`config.mk`:
```
export PLATFORM = sky130hd
export DESIGN_NAME = uart_tx_sequencer
export DESIGN_NICKNAME = d
export VERILOG_FILES = /design/src/rtl/calc_pkg.sv /design/src/rtl/tx_frame_slot.sv /design/src/rtl/uart_tx_sequencer.sv
export SDC_FILE = /design/constraint.sdc
export NUM_CORES = 1
export LEC_CHECK = 0
export CORE_UTILIZATION = 38
export CTS_BUF_LIST = sky130_fd_sc_hd__clkbuf_4 sky130_fd_sc_hd__clkbuf_8
export CTS_CLUSTER_SIZE = 14
export DETAILED_ROUTE_END_ITERATION = 10
export PLACE_DENSITY = 0.65
export SYNTH_ARGS = -nofsm -noshare
export SYNTH_HDL_FRONTEND = slang
export SYNTH_SLANG_ARGS = --single-unit
```
`constraint.sdc`:
```
create_clock -name clk -period 8.4 [get_ports clk]
set_input_delay 1.68 -clock clk [delete_from_list [all_inputs] [get_ports clk]]
set_output_delay 1.68 -clock clk [all_outputs]
set_load 0.02 [all_outputs]
```
`src/rtl/calc_pkg.sv`:
```
// Shared types and constants for the calculator result path and UART framing.
// UART_TX_TERM_EN adds the TERM state used for the frame terminator byte.
package calc_pkg;

    localparam int unsigned DIGITS  = 4;
    localparam int unsigned DIGIT_W = 4;
    localparam int unsigned CNT_W   = 3;
    localparam int unsigned IDX_W   = 2;
    localparam int unsigned BYTE_W  = 8;

    localparam logic [BYTE_W-1:0] ASCII_ZERO  = 8'h30;
    localparam logic [BYTE_W-1:0] ASCII_MINUS = 8'h2D;
    localparam logic [BYTE_W-1:0] ASCII_QMARK = 8'h3F;
    localparam logic [BYTE_W-1:0] ASCII_CR    = 8'h0D;

    typedef enum logic [1:0] {
        ST_IDLE  = 2'd0,
        ST_SIGN  = 2'd1,
        ST_DIGIT = 2'd2
`ifdef UART_TX_TERM_EN
        ,
        ST_TERM  = 2'd3
`endif
    } tx_seq_state_t;

    // digits[3] is the most significant digit (num1), digits[0] the least (num4)
    typedef struct packed {
        logic [CNT_W-1:0]                n;
        logic [DIGITS-1:0][DIGIT_W-1:0] digits;
        logic                            sign;
    } result_frame_t;

    // Digit counts above 4 are treated as 4
    function automatic logic [CNT_W-1:0] clamp_n(input logic [3:0] n_raw);
        return (n_raw > 4'd4) ? CNT_W'(4) : n_raw[CNT_W-1:0];
    endfunction

endpackage

```
`src/rtl/tx_frame_slot.sv`:
```
// Snapshot register holding one result frame plus a valid flag.
// Load wins over clear so a slot can be refilled on the edge it is drained.
module tx_frame_slot
    import calc_pkg::*;
(
    input  logic          clk,
    input  logic          reset,
    input  logic          load_i,
    input  logic          clear_i,
    input  result_frame_t frame_i,
    output result_frame_t frame_o,
    output logic          valid_o,
    output logic          valid_nxt_c_o
);

    result_frame_t frame_q, frame_d;
    logic          valid_q, valid_d;

    // Next snapshot and occupancy
    always_comb begin
        frame_d = frame_q;
        valid_d = valid_q;
        if (load_i) begin
            frame_d = frame_i;
            valid_d = 1'b1;
        end else if (clear_i) begin
            valid_d = 1'b0;
        end
    end

    // Snapshot register
    always_ff @(posedge clk) begin
        if (reset) begin
            frame_q <= '0;
            valid_q <= 1'b0;
        end else begin
            frame_q <= frame_d;
            valid_q <= valid_d;
        end
    end

    assign frame_o       = frame_q;
    assign valid_o       = valid_q;
    assign valid_nxt_c_o = reset ? 1'b0 : valid_d;

endmodule

```
`src/rtl/uart_tx_sequencer.sv`:
```
// Streams a snapshotted calculator result as ASCII bytes over a valid/ready link,
// with one pending request slot. UART_TX_TERM_EN appends a terminator byte.
module uart_tx_sequencer
    import calc_pkg::*;
#(
    parameter logic [7:0] MINUS_BYTE = ASCII_MINUS,
    parameter logic [7:0] BAD_BYTE   = ASCII_QMARK
`ifdef UART_TX_TERM_EN
    ,
    parameter logic [7:0] TERM_BYTE  = ASCII_CR
`endif
) (
    input  logic              clk,
    input  logic              reset,
    input  logic              start,
    input  logic [3:0]        n,
    input  logic [3:0]        num1,
    input  logic [3:0]        num2,
    input  logic [3:0]        num3,
    input  logic [3:0]        num4,
    input  logic              sign,
    output logic [BYTE_W-1:0] tx_data,
    output logic              tx_valid,
    input  logic              tx_ready,
    output logic              busy,
    output logic              overrun
);

    tx_seq_state_t      state_q, state_d;
    logic [IDX_W-1:0]   idx_q, idx_d;
    logic [BYTE_W-1:0]  tx_data_q, tx_data_d;
    logic               tx_valid_q, tx_valid_d;
    logic               busy_q, overrun_q, overrun_d;

    result_frame_t snap_frame, launch_frame, act_frame, pend_frame;
    logic          act_valid, act_nxt, act_load, act_clear;
    logic          pend_valid, pend_nxt, pend_load, pend_clear;
    logic          accept, launch;

    // ASCII byte for digit position idx of frame f; an empty frame reads as '0'
    function automatic logic [BYTE_W-1:0] digit_byte(input result_frame_t f,
                                                     input logic [IDX_W-1:0] idx);
        logic [DIGIT_W-1:0] d;
        d = f.digits[idx];
        if (f.n == '0)
            return ASCII_ZERO;
        else if (d > DIGIT_W'(9))
            return BAD_BYTE;
        else
            return ASCII_ZERO + BYTE_W'(d);
    endfunction

    // Index of the most significant transmitted digit
    function automatic logic [IDX_W-1:0] first_idx(input result_frame_t f);
        return (f.n == '0) ? '0 : IDX_W'(f.n - CNT_W'(1));
    endfunction

    assign snap_frame   = '{n: clamp_n(n), digits: {num1, num2, num3, num4}, sign: sign};
    assign accept       = tx_valid_q && tx_ready;
    // The pending frame is promoted to active on the IDLE reload edge
    assign launch       = (state_q == ST_IDLE) && (pend_valid || start);
    assign launch_frame = pend_valid ? pend_frame : snap_frame;

    tx_frame_slot u_active (
        .clk           (clk),
        .reset         (reset),
        .load_i        (act_load),
        .clear_i       (act_clear),
        .frame_i       (launch_frame),
        .frame_o       (act_frame),
        .valid_o       (act_valid),
        .valid_nxt_c_o (act_nxt)
    );

    tx_frame_slot u_pending (
        .clk           (clk),
        .reset         (reset),
        .load_i        (pend_load),
        .clear_i       (pend_clear),
        .frame_i       (snap_frame),
        .frame_o       (pend_frame),
        .valid_o       (pend_valid),
        .valid_nxt_c_o (pend_nxt)
    );

    // Pending slot admission and overrun detection
    always_comb begin
        pend_load  = 1'b0;
        pend_clear = 1'b0;
        overrun_d  = 1'b0;
        if (state_q == ST_IDLE && pend_valid)
            pend_clear = 1'b1;
        if (start) begin
            if (act_valid) begin
                pend_load = !pend_valid;
                overrun_d = pend_valid;
            end else begin
                pend_load = pend_valid;
            end
        end
    end

    // Next-state and byte generation
    always_comb begin
        state_d    = state_q;
        idx_d      = idx_q;
        tx_data_d  = tx_data_q;
        tx_valid_d = tx_valid_q;
        act_load   = 1'b0;
        act_clear  = 1'b0;
        case (state_q)
            ST_IDLE: begin
                tx_valid_d = 1'b0;
                if (launch) begin
                    act_load   = 1'b1;
                    idx_d      = first_idx(launch_frame);
                    tx_valid_d = 1'b1;
                    if (launch_frame.sign) begin
                        state_d   = ST_SIGN;
                        tx_data_d = MINUS_BYTE;
                    end else begin
                        state_d   = ST_DIGIT;
                        tx_data_d = digit_byte(launch_frame, first_idx(launch_frame));
                    end
                end
            end
            ST_SIGN: begin
                if (accept) begin
                    state_d   = ST_DIGIT;
                    tx_data_d = digit_byte(act_frame, idx_q);
                end
            end
            ST_DIGIT: begin
                if (accept) begin
                    if (idx_q == '0) begin
`ifdef UART_TX_TERM_EN
                        state_d   = ST_TERM;
                        tx_data_d = TERM_BYTE;
`else
                        state_d    = ST_IDLE;
                        tx_valid_d = 1'b0;
                        act_clear  = 1'b1;
`endif
                    end else begin
                        idx_d     = idx_q - IDX_W'(1);
                        tx_data_d = digit_byte(act_frame, idx_q - IDX_W'(1));
                    end
                end
            end
`ifdef UART_TX_TERM_EN
            ST_TERM: begin
                if (accept) begin
                    state_d    = ST_IDLE;
                    tx_valid_d = 1'b0;
                    act_clear  = 1'b1;
                end
            end
`endif
            default: begin
                state_d    = ST_IDLE;
                tx_valid_d = 1'b0;
            end
        endcase
    end

    // State and output registers
    always_ff @(posedge clk) begin
        if (reset) begin
            state_q    <= ST_IDLE;
            idx_q      <= '0;
            tx_data_q  <= '0;
            tx_valid_q <= 1'b0;
            busy_q     <= 1'b0;
            overrun_q  <= 1'b0;
        end else begin
            state_q    <= state_d;
            idx_q      <= idx_d;
            tx_data_q  <= tx_data_d;
            tx_valid_q <= tx_valid_d;
            busy_q     <= act_nxt || pend_nxt;
            overrun_q  <= overrun_d;
        end
    end

    assign tx_data  = tx_data_q;
    assign tx_valid = tx_valid_q;
    assign busy     = busy_q;
    assign overrun  = overrun_q;

endmodule

```
==> impl_metrics.csv <==
group,metric,value,unit
synthesis,yosys-top-cells-count,"nor2_1, dfxtp_1, mux2i_1, nand2_1, a211oi_1",
final_layout,antenna_cells,0,
synthesis,yosysMostFrequentCell,"nor2_1",
worst_setup_path,critPathLaunchType,"input pin",
sta,rsz0062_at_grt,"no",
cts,clk_path_buf_depth,2,
power_and_ir_drop,powerDensity,315,nW/um2
cts,cts.sinks,54,
cts,cts_tree,"yes",
floorplanning,fp.dieArea,8080,um2
floorplanning,core-area,7370,um2
worst_setup_path,cp.required,8.61,ns
sta,timing.setup.tns,0,ns
sta,fin_worst_skew,0.00916,ns
route,drt-wirelength-per-cell,15.0,um
sta,max_freq,216,MHz
placement,hpwlAfterDp,4850,um
synthesis,ys_types,51,
synthesis,yosysTopAreaCell,"dfxtp_1",
synthesis,synth_area,2940,um2
cts,cts-htree-levels,2,
floorplanning,rows,31,
sta,timing.final.hold_violations,0,
synthesis,synth-edff-count,0,
cts,numCtsBuffers,5,
route,drt_iter0_drc,134,
sta,setup_viol,0,
synthesis,yosys_register_bits,54,
route,drc_errors,0,
power_and_ir_drop,p_leak,1.32,nW
route,ant_nets,0,
final_layout,ff_latch_area,1080,um2
sta,period_share,55.2,%
synthesis,synth_area_leaders,"dfxtp_1, mux2i_1, nor2_1",
run_status,status,"finished, final reports clean",
final_layout,multi_input_area,1720,um2
final_layout,nNetsFinal,374,
route,vias,2390,
synthesis,synth_cells,322,
sta,slew_viol_final,0,
sta,fin_crit,4.64,ns
cts,cts-root-buf,"clkbuf_8",
route,vias_per_cell,5.40,
route,wirelength,6640,um
synthesis,netlist.area_leader.share,36.8,%
worst_setup_path,cp.arrival,4.85,ns
synthesis,ys_seq_area_share,36.8,%
global_route,grt-ovfl-total,0,
route,dr.pass1.iters,4,
cts,cts_setup_buffers,0,
cts,cts_resized,0,
worst_setup_path,crit_path_end_kind,"flip-flop",
floorplanning,start_util,39.8,%
hold_path,hp-class,"flip-flop to flip-flop",
synthesis,async_reset_ff_share,0,%
floorplanning,die_x,89.9,um
global_route,grt_pass1_wl,11300,um
placement,io_buffers,33,
sta,tightest_slew,1.17,ns
final_layout,syn2layout_area_growth,15.6,%
cts,clk_latency,0.31,ns
cts,cts_hold_buf,0,
final_layout,fillers,721,
power_and_ir_drop,vdd_drop_max,0.000107,V
final_layout,layout-drive-gt1-share,9.30,%
floorplanning,ios,36,
global_route,grt_pass1_vias,2275,
placement,gp_congestion,0.856,
synthesis,synth_ff_type,"dfxtp_1",
cts,path_clk_slew,0.09,ns
worst_setup_path,critical_path_class,"input pin to flip-flop",
worst_setup_path,worstPathMaxFanout,8,
global_route,grt_start_max_net_pins,53,
final_layout,final_core_util,46.0,%
global_route,antenna_found_initial,0,
flow_run,drv_cap,0,
synthesis,ys_warn_count,0,
floorplanning,dieHeight,89.9,um
synthesis,syn_avg_cell_area,9.12,um2
sta,slew_headroom,22.1,%
global_route,grt_usage,17.2,%
## sequential cells by signal, indices dropped and copies added, names as in the netlist
name	cells
state_q	2
u_active.frame_o	19
u_pending.frame_o	20
tx_data	6
u_pending.valid_o	1
u_active.valid_o	1
tx_valid	1
busy	1
overrun	1
idx_q	2
## final cells by class
| cell class | instances | area share (%) |
|---|---|---|
| Clock buffer | 7 | 2.66 |
| Clock inverter | 1 | 0.148 |
| Inverter | 8 | 0.959 |
| Multi-Input combinational cell | 239 | 50.7 |
| Sequential cell | 54 | 31.9 |
| Tap cell | 99 | 3.65 |
| Timing Repair Buffer | 35 | 10.0 |
## cells in the final DEF, fill, tap and decap left out, types with 5 or more instances in the layout
| cell type | Yosys | routed |
|---|---|---|
| a211oi_1 | 17 | 17 |
| inv_1 | 7 | 7 |
| dfxtp_1 | 54 | 54 |
| ha_1 | 6 | 6 |
| mux2_2 | 5 | 5 |
| mux4_2 | 10 | 10 |
| clkbuf_8 | 0 | 6 |
| nor3_1 | 6 | 6 |
| nand2b_1 | 5 | 5 |
| nand2_1 | 22 | 22 |
| mux2i_1 | 32 | 32 |
| nor2_1 | 65 | 65 |
| clkdlybuf4s50_1 | 0 | 32 |
| a21oi_1 | 16 | 16 |
## critical path: stages
cell and delay (ns):
clkdlybuf4s50_1 0.47, nor4b_4 0.47, a21o_4 0.19, inv_4 0.06, ha_1 0.43, a221oi_1 0.57
o2111ai_1 0.31, o2111ai_1 0.24, o21ba_1 0.19, o31a_1 0.22
## per-stage QoR
step	area, um2	std cells	total power [mW]	hold slack (ns)	setup WS, ns
6_report	3390	443	1.07	0.463	3.76
5_1_grt	3390	443	1.15	0.513	3.59
4_1_cts	3390	443	1.07	0.466	3.78
3_5_place_dp	3300	435	0.914	0.452	3.46
3_3_place_gp	3300	435	0.905	0.444	3.67
2_1_floorplan	2940	323	0.782	0.436	4.40
## cells by family after synthesis
family	Yosys count	synth area share, %
simple gates	114	17.2
other cells	1	0.128
flops	54	36.8
compound gates	69	17.6
mux	47	20.5
buf+inv	30	4.82
xor+xnor	1	0.298
fa+ha+maj	6	2.56
## where the power goes
group          internal (mW)  switching (mW)
Combinational          0.243           0.288
Clock                 0.0700          0.0854
Sequential             0.325          0.0569
Total                  0.638           0.430
## per-layer routing
metal  vias to the layer above  part of all wire [%]  track usage [%]
met3                         4                   3.9             3.05
met2                        61                    46             26.6
met5                         -                     0                0
li1                       1207                     -                -
met1                      1118                    49             24.0
met4                         0                  0.95             6.32
## worst paths after layout
| check | startpoint | end | slack, ns | cells past startpoint |
|---|---|---|---|---|
| worst max-delay path | n[3] | tx_data[0] | 3.76 | 10 |
| worst min-delay path | u_active.frame_o[19] | u_active.frame_o[19] | 0.46 | 2 |
| worst max register to register | u_pending.valid_o | tx_data[0] | 5.04 | 10 |
| worst min register to register | u_active.frame_o[19] | u_active.frame_o[19] | 0.46 | 2 |
Power figures use the tool's default switching activity.
